**config.mk**
```make
export PLATFORM = sky130hd
export DESIGN_NAME = rgb_hue_sequencer_flat
export DESIGN_NICKNAME = d
export VERILOG_FILES = /design/src/rtl/rgb_hue_sequencer_if.sv /design/src/rtl/rgb_hue_sequencer.sv /design/src/flat_wrapper.sv
export SDC_FILE = /design/constraint.sdc
export NUM_CORES = 1
export LEC_CHECK = 0
export CAP_MARGIN = 30
export CELL_PAD_IN_SITES_DETAIL_PLACEMENT = 2
export CELL_PAD_IN_SITES_GLOBAL_PLACEMENT = 2
export CORE_MARGIN = 2
export CORE_UTILIZATION = 40
export CTS_BUF_LIST = sky130_fd_sc_hd__clkbuf_4
export DETAILED_ROUTE_END_ITERATION = 6
export GPL_TIMING_DRIVEN = 0
export PLACE_DENSITY = 0.94
export SYNTH_ARGS = -nofsm -noshare
export SYNTH_HDL_FRONTEND = slang
export SYNTH_SLANG_ARGS = --single-unit
```
**constraint.sdc**
```tcl
create_clock -name clk -period 3.5 [get_ports clk]
set_input_delay 0.7 -clock clk [delete_from_list [all_inputs] [get_ports clk]]
set_output_delay 0.7 -clock clk [all_outputs]
set_load 0.05 [all_outputs]
```
**src/rtl/rgb_hue_sequencer_if.sv**
```systemverilog
// Control and observation bundle for rgb_hue_sequencer.
// The master drives en/restart; the sequencer (slave) drives the PWM lines and hue position.
interface rgb_hue_sequencer_if #(
  parameter int STEPS_PER_SECTOR = 50
);
  localparam int STEP_W = (STEPS_PER_SECTOR > 1) ? $clog2(STEPS_PER_SECTOR) : 1;

  // en is a level: it is sampled at every frame boundary. restart is a one-cycle pulse
  // that is latched and acted on at the next frame boundary; no acknowledge is returned.
  logic              en;
  logic              restart;
  logic              pwm_r;
  logic              pwm_g;
  logic              pwm_b;
  logic [2:0]        sector;
  logic [STEP_W-1:0] step;
  logic              frame_start;

  modport master (
    output en, restart,
    input  pwm_r, pwm_g, pwm_b, sector, step, frame_start
  );

  modport slave (
    input  en, restart,
    output pwm_r, pwm_g, pwm_b, sector, step, frame_start
  );
endinterface

```
**src/rtl/rgb_hue_sequencer.sv**
```systemverilog
// Hue-wheel RGB PWM generator: six sectors of linear duty ramps, with duties shadowed
// per PWM frame so every frame is glitch-free.
module rgb_hue_sequencer #(
  parameter int PWM_INTERVAL     = 1200,
  parameter int STEPS_PER_SECTOR = 50,
  parameter int FRAMES_PER_STEP  = 40
) (
  input  logic               clk,
  input  logic               rst,
  rgb_hue_sequencer_if.slave bus
);
  localparam int CNT_W     = (PWM_INTERVAL > 1) ? $clog2(PWM_INTERVAL) : 1;
  localparam int DUTY_W    = $clog2(PWM_INTERVAL + 1);
  localparam int STEP_W    = (STEPS_PER_SECTOR > 1) ? $clog2(STEPS_PER_SECTOR) : 1;
  localparam int DIV_W     = (FRAMES_PER_STEP > 1) ? $clog2(FRAMES_PER_STEP) : 1;
  localparam int DUTY_STEP = PWM_INTERVAL / STEPS_PER_SECTOR;

  localparam logic [DUTY_W-1:0] FULL      = DUTY_W'(PWM_INTERVAL);
  localparam logic [DUTY_W-1:0] DSTEP     = DUTY_W'(DUTY_STEP);
  localparam logic [CNT_W-1:0]  CNT_LAST  = CNT_W'(PWM_INTERVAL - 1);
  localparam logic [DIV_W-1:0]  DIV_LAST  = DIV_W'(FRAMES_PER_STEP - 1);
  localparam logic [STEP_W-1:0] STEP_LAST = STEP_W'(STEPS_PER_SECTOR - 1);

  logic [CNT_W-1:0]  frame_cnt_q, frame_cnt_d;
  logic [DIV_W-1:0]  frame_div_q, frame_div_d;
  logic [STEP_W-1:0] step_q, step_d;
  logic [2:0]        sector_q, sector_d;
  logic              restart_pend_q, restart_pend_d;
  logic [DUTY_W-1:0] duty_r_q, duty_r_d;
  logic [DUTY_W-1:0] duty_g_q, duty_g_d;
  logic [DUTY_W-1:0] duty_b_q, duty_b_d;
  logic              pwm_r_q, pwm_r_d;
  logic              pwm_g_q, pwm_g_d;
  logic              pwm_b_q, pwm_b_d;
  logic              frame_start_q, frame_start_d;

  logic              frame_end;
  logic              restart_now;
  logic [DUTY_W-1:0] up, dn;
  logic [DUTY_W-1:0] tgt_r, tgt_g, tgt_b;

  assign frame_end   = (frame_cnt_q == CNT_LAST);
  assign restart_now = restart_pend_q | bus.restart;
  assign up          = DUTY_W'(step_q) * DSTEP;
  assign dn          = FULL - up;

  // Target duties for the current hue position; only sampled into the shadows at frame_end.
  always_comb begin
    tgt_r = '0;
    tgt_g = '0;
    tgt_b = '0;
    case (sector_q)
      3'd0: begin tgt_r = FULL; tgt_g = up;   tgt_b = '0;   end
      3'd1: begin tgt_r = dn;   tgt_g = FULL; tgt_b = '0;   end
      3'd2: begin tgt_r = '0;   tgt_g = FULL; tgt_b = up;   end
      3'd3: begin tgt_r = '0;   tgt_g = dn;   tgt_b = FULL; end
      3'd4: begin tgt_r = up;   tgt_g = '0;   tgt_b = FULL; end
      3'd5: begin tgt_r = FULL; tgt_g = '0;   tgt_b = dn;   end
      default: begin tgt_r = '0; tgt_g = '0; tgt_b = '0; end
    endcase
  end

  always_comb begin
    frame_cnt_d    = frame_end ? '0 : frame_cnt_q + CNT_W'(1);
    frame_div_d    = frame_div_q;
    step_d         = step_q;
    sector_d       = sector_q;
    restart_pend_d = restart_pend_q | bus.restart;
    duty_r_d       = duty_r_q;
    duty_g_d       = duty_g_q;
    duty_b_d       = duty_b_q;

    if (frame_end) begin
      duty_r_d       = tgt_r;
      duty_g_d       = tgt_g;
      duty_b_d       = tgt_b;
      restart_pend_d = 1'b0;
      // A pending (or same-cycle) restart wins over the advance and ignores en.
      if (restart_now) begin
        frame_div_d = '0;
        step_d      = '0;
        sector_d    = '0;
      end else if (bus.en) begin
        if (frame_div_q != DIV_LAST) begin
          frame_div_d = frame_div_q + DIV_W'(1);
        end else begin
          frame_div_d = '0;
          if (step_q == STEP_LAST) begin
            step_d   = '0;
            sector_d = (sector_q == 3'd5) ? 3'd0 : sector_q + 3'd1;
          end else begin
            step_d = step_q + STEP_W'(1);
          end
        end
      end
    end

    pwm_r_d       = (DUTY_W'(frame_cnt_q) < duty_r_q);
    pwm_g_d       = (DUTY_W'(frame_cnt_q) < duty_g_q);
    pwm_b_d       = (DUTY_W'(frame_cnt_q) < duty_b_q);
    frame_start_d = (frame_cnt_q == '0);
  end

  always_ff @(posedge clk or posedge rst) begin
    if (rst) begin
      frame_cnt_q    <= '0;
      frame_div_q    <= '0;
      step_q         <= '0;
      sector_q       <= '0;
      restart_pend_q <= 1'b0;
      duty_r_q       <= '0;
      duty_g_q       <= '0;
      duty_b_q       <= '0;
      pwm_r_q        <= 1'b0;
      pwm_g_q        <= 1'b0;
      pwm_b_q        <= 1'b0;
      frame_start_q  <= 1'b0;
    end else begin
      frame_cnt_q    <= frame_cnt_d;
      frame_div_q    <= frame_div_d;
      step_q         <= step_d;
      sector_q       <= sector_d;
      restart_pend_q <= restart_pend_d;
      duty_r_q       <= duty_r_d;
      duty_g_q       <= duty_g_d;
      duty_b_q       <= duty_b_d;
      pwm_r_q        <= pwm_r_d;
      pwm_g_q        <= pwm_g_d;
      pwm_b_q        <= pwm_b_d;
      frame_start_q  <= frame_start_d;
    end
  end

  assign bus.pwm_r       = pwm_r_q;
  assign bus.pwm_g       = pwm_g_q;
  assign bus.pwm_b       = pwm_b_q;
  assign bus.sector      = sector_q;
  assign bus.step        = step_q;
  assign bus.frame_start = frame_start_q;
endmodule

```
**src/flat_wrapper.sv**
```systemverilog
// flat-port wrapper written by rule: the top's interface ports become plain ports
module rgb_hue_sequencer_flat 
#(
  parameter int PWM_INTERVAL     = 1200,
  parameter int STEPS_PER_SECTOR = 50,
  parameter int FRAMES_PER_STEP  = 40
)
  (clk, rst, bus_en, bus_restart, bus_pwm_r, bus_pwm_g, bus_pwm_b, bus_sector, bus_step, bus_frame_start);
  rgb_hue_sequencer_if #(.STEPS_PER_SECTOR(STEPS_PER_SECTOR)) bus_i ();
  input  logic clk;
  input  logic rst;
  input wire logic [$bits(bus_i.en)-1:0] bus_en;
  input wire logic [$bits(bus_i.restart)-1:0] bus_restart;
  output wire logic [$bits(bus_i.pwm_r)-1:0] bus_pwm_r;
  output wire logic [$bits(bus_i.pwm_g)-1:0] bus_pwm_g;
  output wire logic [$bits(bus_i.pwm_b)-1:0] bus_pwm_b;
  output wire logic [$bits(bus_i.sector)-1:0] bus_sector;
  output wire logic [$bits(bus_i.step)-1:0] bus_step;
  output wire logic [$bits(bus_i.frame_start)-1:0] bus_frame_start;
  assign bus_i.en = bus_en;
  assign bus_i.restart = bus_restart;
  assign bus_pwm_r = bus_i.pwm_r;
  assign bus_pwm_g = bus_i.pwm_g;
  assign bus_pwm_b = bus_i.pwm_b;
  assign bus_sector = bus_i.sector;
  assign bus_step = bus_i.step;
  assign bus_frame_start = bus_i.frame_start;
  rgb_hue_sequencer #(.PWM_INTERVAL(PWM_INTERVAL), .STEPS_PER_SECTOR(STEPS_PER_SECTOR), .FRAMES_PER_STEP(FRAMES_PER_STEP)) u_core (.clk(clk), .rst(rst), .bus(bus_i));
endmodule
```
==> results.json, run 1 <==
{
  "synth.distinct_cells": 65,
  "crit_family": "compound AO/OA/AOI/OAI gates",
  "detailed_place_hpwl_mm": 8.70,
  "slowest_delay_ps": 510,
  "placed_area_mm2": 0.00398,
  "cpMostUsedCell": "a21oi_1",
  "io_pins": 17,
  "cp-end-kind": "flip-flop",
  "critPathSlowestCell": "dfrtp_1",
  "drt-total-wl_mm": 11.0,
  "reg2reg_to": "u_core.duty_b_q[9]",
  "crit_fanout": 7,
  "top_usage_layer": "met2",
  "hold_viol_final": 0,
  "syn_to_final_growth_pct": 10.1,
  "post_cts_buffers": 0,
  "p_leak_nw": 1.83,
  "synthFlopType": "dfrtp_1",
  "ir_worst_vdd_mv": 0.135,
  "drtIter0Drc": 91,
  "hold_depth": 2,
  "rr_worst_depth": 8,
  "synth_common_cells": "dfrtp_1 (55), ha_1 (35), nand2_1 (35)",
  "first_pass_iters": 4,
  "vias": 3078,
  "rsz0062_at_grt": "false",
  "arrival_ps": 3290,
  "slew_viol_final": 0,
  "die_h_um": 99.7,
  "cp.required_ps": 3780,
  "worstReg2RegStart": "u_core.bus.step[1]",
  "timing.slew.headroom_pct": 58.3,
  "yosysMostFrequentCell": "dfrtp_1",
  "layout_setup_ws_ps": 491,
  "n_antenna_cell": 0,
  "outcome": "completed",
  "ctsHtreeMaxLevel": 2,
  "synth_enable_flop_cells": 0,
  "start_util_pct": 41.6,
  "die_x_um": 99.7,
  "grt_pass1_vias": 3553,
  "seq_area_frac_synth_pct": 37.6,
  "cts.path.max_buffers": 2,
  "clock_sinks": 55,
  "overflow": 0,
  "finalSetupViolations": 0,
  "post-place-ws_ps": 534,
  "via_per_inst": 5.85,
  "grt_util_met3_pct": 2.60,
  "drc": 0,
  "placementRows": 34,
  "place.gp.congestion": 0.905,
  "grt_pass1_wl_mm": 18.7,
  "port_buffers": 16,
  "clkTransAtPathRegs_ps": 170,
  "p_per_area_mw_per_mm2": 250,
  "ys_warn_count": 0,
  "r2r_slack_ps": 490,
  "cts_made_buffers": 5,
  "fp.coreArea_mm2": 0.00881,
  "path_buf_inv": 0,
  "cap_violations": 0,
  "synth.top_cell.area_share_pct": 37.6,
  "post_cts_resized": 0,
  "synth_area_leaders": "dfrtp_1 (38%), ha_1 (12%), o21ai_0 (3.7%), nand2_1 (3.6%), inv_1 (3.5%)",
  "grtUsageMet2_pct": 44.8,
  "root_buffer": "clkbuf_4",
  "antenna_found_initial": 0,
  "max_freq_ghz": 0.332,
  "clkLatencyLatePin_ps": 400,
  "worst_slew_pin_slew_ps": 625,
  "cts-hold-fix-buffers": 0,
  "syn_area_mm2": 0.00366,
  "hold_end": "u_core.duty_b_q[3]",
  "synthArstFlopShare_pct": 100,
  "dieArea_mm2": 0.00994,
  "grt_max_degree": 30,
  "nets": 457,
  "fin_tns_setup_ps": 0,
  "grt_use_met1_pct": 28.9,
  "ys_seq_elements": 55,
  "cp_cell_sequence": "ha_1 > fa_1 > xor2_1 > a21oi_1 > o311ai_1 > xor2_2 > a221oi_1 > a21oi_1",
  "wire_per_inst_um": 20.9,
  "hp-start": "u_core.duty_b_q[3]",
  "drive_above_1_share_pct": 8.85,
  "antenna_left": 0,
  "hold_class": "flip-flop to flip-flop",
  "grt.total_usage_pct": 23.6,
  "hold_slack_ps": 512,
  "yosysTopAreaCell": "dfrtp_1",
  "finalPower_mw": 1.01,
  "synth_fp_nets": 433,
  "fin_crit_ps": 3010,
  "start_kind": "flip-flop",
  "path_class": "flip-flop to flip-flop",
  "stdcell_area_mm2": 0.00404,
  "cts_tree": "done",
  "fin_crit_sh_pct": 86.0,
  "synthCells": 393,
  "avgSynthCellArea_um2": 9.32,
  "finClkSkew_ps": 10.1
}
==> state kept, by name (all words and copies together), names as in the netlist <==
signal and cells:
u_core.bus.pwm_g 1, u_core.duty_g_q 8, u_core.frame_cnt_q 11, u_core.duty_b_q 8
u_core.bus.frame_start 1, u_core.bus.pwm_r 1, u_core.duty_r_q 8, u_core.bus.sector 3
u_core.restart_pend_q 1, u_core.bus.step 6, u_core.bus.pwm_b 1, u_core.frame_div_q 6
==> area by class of cell <==
type | count | area, um^2
Sequential cell | 55 | 1380
Multi-Input combinational cell | 288 | 2050
Timing Repair Buffer | 17 | 180
Tap cell | 108 | 135
Buffer | 16 | 110
Clock inverter | 3 | 18.8
Clock buffer | 5 | 37.5
Fill cell | 983 | 4770
Inverter | 34 | 128
==> worst min-delay path, stage by stage, from the launching register on <==
cell and delay, ps:
dfrtp_1 380, nand2_1 50, o21ai_0 60
==> cells in the final DEF (no fill, tap or decap), drive strengths merged, types with 4 or more instances in the layout <==
master          n
xnor2           9
nand4           6
nand2          35
a21oi          18
nor4            4
xor2            8
a31oi           4
nor2           30
buf             9
a211oi          5
a21o           12
a221oi          4
clkbuf         13
inv            35
dfrtp          55
o21ai          35
ha             35
nor3            7
and2            4
clkdlybuf4s50  16
o31ai           5
nand3          13
==> routing by layer <==
layer / vias up / part of all wire, %
met5: - / 0
met4: 0 / 1.2
met3: 11 / 1.8
met2: 34 / 52
met1: 1576 / 45
li1: 1457 / -
==> kinds of logic (layout without fill, tap and decap cells) <==
| logic type | Yosys count | count (layout) | share of synthesized area [%] |
|---|---|---|---|
| DFF | 55 | 55 | 37.6 |
| AOI/OAI and AO/OA | 112 | 112 | 21.3 |
| xor gates and xnor gates | 18 | 18 | 4.88 |
| adders and majority gates | 36 | 36 | 12.5 |
| buffers and inverters | 50 | 75 | 6.49 |
| and+or+nand+nor | 122 | 122 | 17.2 |
==> through the flow <==
step / cells / util [%]
2_1_floorplan: 393 / -
3_3_place_gp: 517 / 45.0
3_5_place_dp: 518 / 45.2
4_1_cts: 526 / 45.8
5_1_grt: 526 / 45.8
6_report: 526 / 45.8
==> power by group <==
group / total [mW] / switching, mW / internal [mW]
combinational: 0.0704 / 0.0491 / 0.0212
clock: 0.298 / 0.218 / 0.0793
sequential: 0.640 / 0.00237 / 0.638
==> how the worst max path moves through the flow <==
| stage | start | cells after the start | slack, ps | to |
|---|---|---|---|---|
| after floorplan | u_core.bus.step[1] | 8 | 670 | u_core.duty_r_q[10] |
| after global placement | rst | 2 | 380 | u_core.bus.step[4] |
| after detailed placement | u_core.bus.step[1] | 8 | 530 | u_core.duty_b_q[9] |
| after CTS | u_core.bus.step[1] | 8 | 510 | u_core.duty_b_q[9] |
| after global routing | u_core.bus.step[1] | 8 | 290 | u_core.duty_b_q[9] |
| final | u_core.bus.step[1] | 8 | 490 | u_core.duty_b_q[9] |
(Power assumes the default switching activity.)
==> inputs of run 2 (changes only) <==
- CORE_ASPECT_RATIO: default -> 1.25
==> run 2 against run 1 <==
Utilization shrank 0.90 points. Count of clock-buffer cells in the layout grew 2. Clock skew grew 1.4 ps. First-iteration DRC count grew 2.2%. Die area is essentially flat.
==> results.json, run 2 (synthesis results as in run 1) <==
{
  "grt_max_degree": 42,
  "grt_pass1_wl_mm": 18.7,
  "nets": 457,
  "regArea_mm2": 0.00138,
  "drc": 0,
  "r2r_slack_ps": 460,
  "rr_worst_depth": 8,
  "nFillCells": 1010,
  "dieArea_mm2": 0.00995,
  "cts_made_buffers": 5,
  "finClkSkew_ps": 11.5,
  "overflow": 0,
  "wire_per_inst_um": 20.8,
  "cp.required_ps": 3790,
  "ctsHtreeMaxLevel": 2,
  "grtUsageMet2_pct": 45.8,
  "die_x_um": 89.6,
  "clkTransAtPathRegs_ps": 170,
  "cts.path.max_buffers": 2,
  "via_per_inst": 5.81,
  "io_pins": 17,
  "cap_violations": 0,
  "crit_fanout": 7,
  "grt_pass1_vias": 3600,
  "post_cts_resized": 0,
  "ir_worst_vdd_mv": 0.136,
  "max_freq_ghz": 0.329,
  "n_antenna_cell": 0,
  "timing.slew.headroom_pct": 58.8,
  "place.gp.congestion": 0.907,
  "clock_sinks": 55,
  "antenna_found_initial": 0,
  "p_leak_nw": 1.83,
  "die_h_um": 111,
  "rsz0062_at_grt": "false",
  "arrival_ps": 3330,
  "layout_common_cells": "dfrtp_1 (55), nand2_1 (35), ha_1 (35)",
  "hold_class": "flip-flop to flip-flop",
  "vias": 3143,
  "hp-start": "u_core.duty_b_q[4]",
  "fin_tns_setup_ps": 0,
  "start_kind": "flip-flop",
  "antenna_left": 0,
  "stdcell_area_mm2": 0.00406,
  "grt_use_met1_pct": 27.0,
  "cts-hold-fix-buffers": 0,
  "first_pass_iters": 4,
  "final_common_cell": "dfrtp_1",
  "placed_area_mm2": 0.00400,
  "grt_util_met3_pct": 4.02,
  "outcome": "completed",
  "cts_tree": "done",
  "hold_depth": 2,
  "hold_end": "u_core.duty_b_q[4]",
  "port_buffers": 16,
  "root_buffer": "clkbuf_4",
  "largest_reg_flops": 11,
  "p_per_area_mw_per_mm2": 252,
  "max_flop_register": "u_core.frame_cnt_q",
  "reg2reg_to": "u_core.duty_g_q[9]",
  "post_cts_buffers": 0,
  "syn_to_final_growth_pct": 10.7,
  "slew_viol_final": 0,
  "fin_crit_sh_pct": 86.7,
  "top_usage_layer": "met2",
  "worstReg2RegStart": "u_core.bus.step[1]",
  "placementRows": 39,
  "drive_above_1_share_pct": 8.85,
  "finalSetupViolations": 0,
  "cp-end-kind": "flip-flop",
  "drt-total-wl_mm": 11.2,
  "multiInputGateArea_mm2": 0.00205,
  "start_util_pct": 40.6,
  "path_class": "flip-flop to flip-flop",
  "fin_crit_ps": 3040,
  "clkLatencyLatePin_ps": 400,
  "finalPower_mw": 1.02,
  "worst_slew_pin_slew_ps": 619,
  "detailed_place_hpwl_mm": 8.82,
  "hold_viol_final": 0,
  "grt.total_usage_pct": 24.4,
  "fp.coreArea_mm2": 0.00903,
  "drtIter0Drc": 93
}
## run 2: cell types whose count changed in the layout (fill, tap and decap cells not counted), sizes merged
| cell | previous run | this run |
|---|---|---|
| clkbuf | 13 | 15 |
| clkinv | 2 | 1 |
| inv | 35 | 34 |
## run 2: critical path: stages, from the launching register on
cell and delay [ps]:
dfrtp_1 510, ha_1 340, fa_1 480, xor2_1 360, a21oi_1 130, o311ai_1 420, xor2_2 200, a221oi_1 410
a21oi_1 70
## run 2: power breakdown
group	total (mW)	internal (mW)	switching (mW)
Sequential	0.640	0.638	0.00209
Combinational	0.0715	0.0213	0.0502
Clock	0.310	0.0945	0.216
## run 2: per-stage QoR
step	cells	hold slack (ps)	util, %	setup WS, ps
global route	541	553	44.9	284
detailed placement	533	499	44.3	529
floorplan	393	450	-	671
finish	541	531	44.9	465
global placement	532	471	44.1	356
CTS	541	535	44.9	490
## run 2: metal layers
metal | share of wire, % | vias up
met5 | 0 | -
met4 | 2.9 | 0
met3 | 2.3 | 23
met2 | 56 | 48
met1 | 39 | 1622
li1 | - | 1450
## run 2: area by class of cell
type / instances / area share, %
buffer: 16 / 2.72
clock inverter: 1 / 0.123
sequential: 55 / 33.9
multi-input combinational: 288 / 50.5
clock buffer: 7 / 1.30
inverter: 34 / 3.15
tap: 123 / 3.80
timing repair buffer: 17 / 4.44
## run 2: how the worst max path moves through the flow
stage                       startpoint               endpoint  slack [ps]  cells past startpoint
floorplan           u_core.bus.step[1]    u_core.duty_r_q[10]         670                      8
global placement                   rst  u_core.frame_div_q[5]         360                      2
detailed placement  u_core.bus.step[1]     u_core.duty_b_q[9]         530                      8
CTS                 u_core.bus.step[1]     u_core.duty_b_q[9]         490                      8
global route        u_core.bus.step[1]     u_core.duty_g_q[9]         280                      8
finish              u_core.bus.step[1]     u_core.duty_g_q[9]         460                      8
==> inputs of run 3 (changes only) <==
- REMOVE_ABC_BUFFERS: default -> 1
==> run 3 against run 2 <==
Count of clock-buffer cells in the layout decreased by 2. Total power increased by 6.9%. Sequential share of layout area increased by 0.48 points. Register-to-register slack got worse by 130 ps. Flip-flop and latch count unchanged. Highest routed layer unchanged. Critical path depth unchanged. Clock skew about the same. Critical path type unchanged. Cell count decreased by 2.8%. First-iteration DRC count decreased by 24%. Worst setup slack got worse by 130 ps.
==> results.json, run 3 (synthesis results as in run 1) <==
{
  "layout_common_cells": "dfrtp_1 (55), nand2_1 (35), ha_1 (35)",
  "finClkSkew_ps": 11.5,
  "timing.slew.headroom_pct": 40.9,
  "root_buffer": "clkbuf_4",
  "fp.coreArea_mm2": 0.00903,
  "hold_class": "flip-flop to flip-flop",
  "path_class": "flip-flop to flip-flop",
  "cp_cell_sequence": "ha_1 > fa_1 > and3_1 > o21ai_0 > nand2_1 > o31a_1 > or3_1 > o211ai_2",
  "arrival_ps": 3510,
  "cp-startpoint": "u_core.bus.step[0]",
  "clkLatencyLatePin_ps": 410,
  "wire_per_inst_um": 20.6,
  "worstReg2RegStart": "u_core.bus.step[0]",
  "cts.path.max_buffers": 2,
  "post_cts_buffers": 0,
  "ctsHtreeMaxLevel": 2,
  "cts_made_buffers": 5,
  "fin_tns_setup_ps": 0,
  "clkTransAtPathRegs_ps": 180,
  "n_antenna_cell": 0,
  "max_freq_ghz": 0.316,
  "wl_met2_mm": 6.12,
  "antenna_found_initial": 0,
  "grt_pass1_vias": 3633,
  "p_per_area_mw_per_mm2": 273,
  "p_leak_nw": 1.78,
  "grt_pass1_wl_mm": 18.5,
  "first_pass_iters": 4,
  "grt.total_usage_pct": 24.1,
  "slowest_delay_ps": 600,
  "r2r_slack_ps": 330,
  "hold_end": "u_core.duty_r_q[7]",
  "vias": 3040,
  "finalSetupViolations": 0,
  "slew_viol_final": 0,
  "drive_above_1_share_pct": 7.20,
  "clock_sinks": 55,
  "drc": 0,
  "ir_worst_vdd_mv": 0.157,
  "post_cts_resized": 0,
  "placementRows": 39,
  "start_util_pct": 40.6,
  "rr_worst_depth": 8,
  "grt_max_degree": 40,
  "largest_reg_flops": 11,
  "crit_fanout": 14,
  "hold_slack_ps": 521,
  "start_kind": "flip-flop",
  "cp-end-kind": "flip-flop",
  "path_buf_inv": 0,
  "nFillCells": 995,
  "top_layer": "met4",
  "drt-total-wl_mm": 10.8,
  "overflow": 0,
  "via_per_inst": 5.78,
  "final_common_cell": "dfrtp_1",
  "hold_viol_final": 0,
  "dieArea_mm2": 0.00995,
  "max_flop_register": "u_core.frame_cnt_q",
  "cap_violations": 0,
  "drtIter0Drc": 71,
  "fin_crit_sh_pct": 90.5,
  "hold_depth": 1,
  "port_buffers": 16,
  "detailed_place_hpwl_mm": 8.39,
  "cp.required_ps": 3850,
  "cts_tree": "done",
  "fin_crit_ps": 3170,
  "antenna_left": 0,
  "place.gp.congestion": 0.819,
  "die_h_um": 111,
  "wl_met1_mm": 4.26,
  "nets": 442,
  "critPathSlowestCell": "dfrtp_1",
  "rsz0062_at_grt": "false",
  "hp-start": "u_core.duty_r_q[7]",
  "outcome": "completed",
  "cts-hold-fix-buffers": 0,
  "crit_family": "adder cells",
  "worst_slew_pin_slew_ps": 886,
  "die_x_um": 89.6,
  "route.met3.wl_um": 177,
  "syn_to_final_growth_pct": 9.15,
  "io_pins": 17,
  "reg2reg_to": "u_core.duty_r_q[10]"
}
-- run 3: cell types whose count changed in the layout (fill, tap and decap cells not counted), sizes merged --
cell	before	now
buf	9	2
clkinvlp	0	1
clkbuf	15	5
inv	34	35
bufinv	0	1
clkinv	1	0
-- run 3: routing by layer --
| metal | GRT usage, % | up-vias |
|---|---|---|
| met3 | 3.13 | 21 |
| met4 | 7.56 | 0 |
| met2 | 45.7 | 39 |
| li1 | - | 1421 |
| met1 | 26.5 | 1559 |
| met5 | 0 | - |
-- run 3: cell type report --
cell class                 instances  area [um^2]  area share [%]
clock inverter                     3         46.3            1.16
timing repair buffer              18          208            5.19
inverter                          34          128            3.19
clock buffer                       5         37.5           0.939
sequential                        55         1380            34.4
multi-input combinational        288         2050            51.3
tap                              123          154            3.85
-- run 3: per-stage QoR --
step           utilization, %  setup slack, ps  instance area (um^2)  total power [mW]  std cells
2_1_floorplan               -              559                  3550             0.690        377
3_3_place_gp             42.8              333                  3870             0.712        516
5_1_grt                  44.3              136                  4000              1.13        526
3_5_place_dp             43.4              376                  3920             0.718        518
4_1_cts                  44.3              350                  4000              1.10        526
6_report                 44.3              333                  4000              1.09        526
-- run 3: worst max path at each step --
stage                                  endpoint  slack [ps]  cells after the start
after floorplan             u_core.duty_r_q[10]         560                      8
after CTS                   u_core.duty_r_q[10]         350                      8
final                       u_core.duty_r_q[10]         330                      8
after global placement    u_core.frame_div_q[1]         330                      2
after detailed placement    u_core.duty_r_q[10]         380                      8
after global routing        u_core.duty_b_q[10]         140                      7
-- run 3: report_power, final --
part	switching [mW]	internal (mW)
Clock	0.233	0.153
Combinational	0.0413	0.0171
Sequential	0.0102	0.638
Total	0.285	0.807
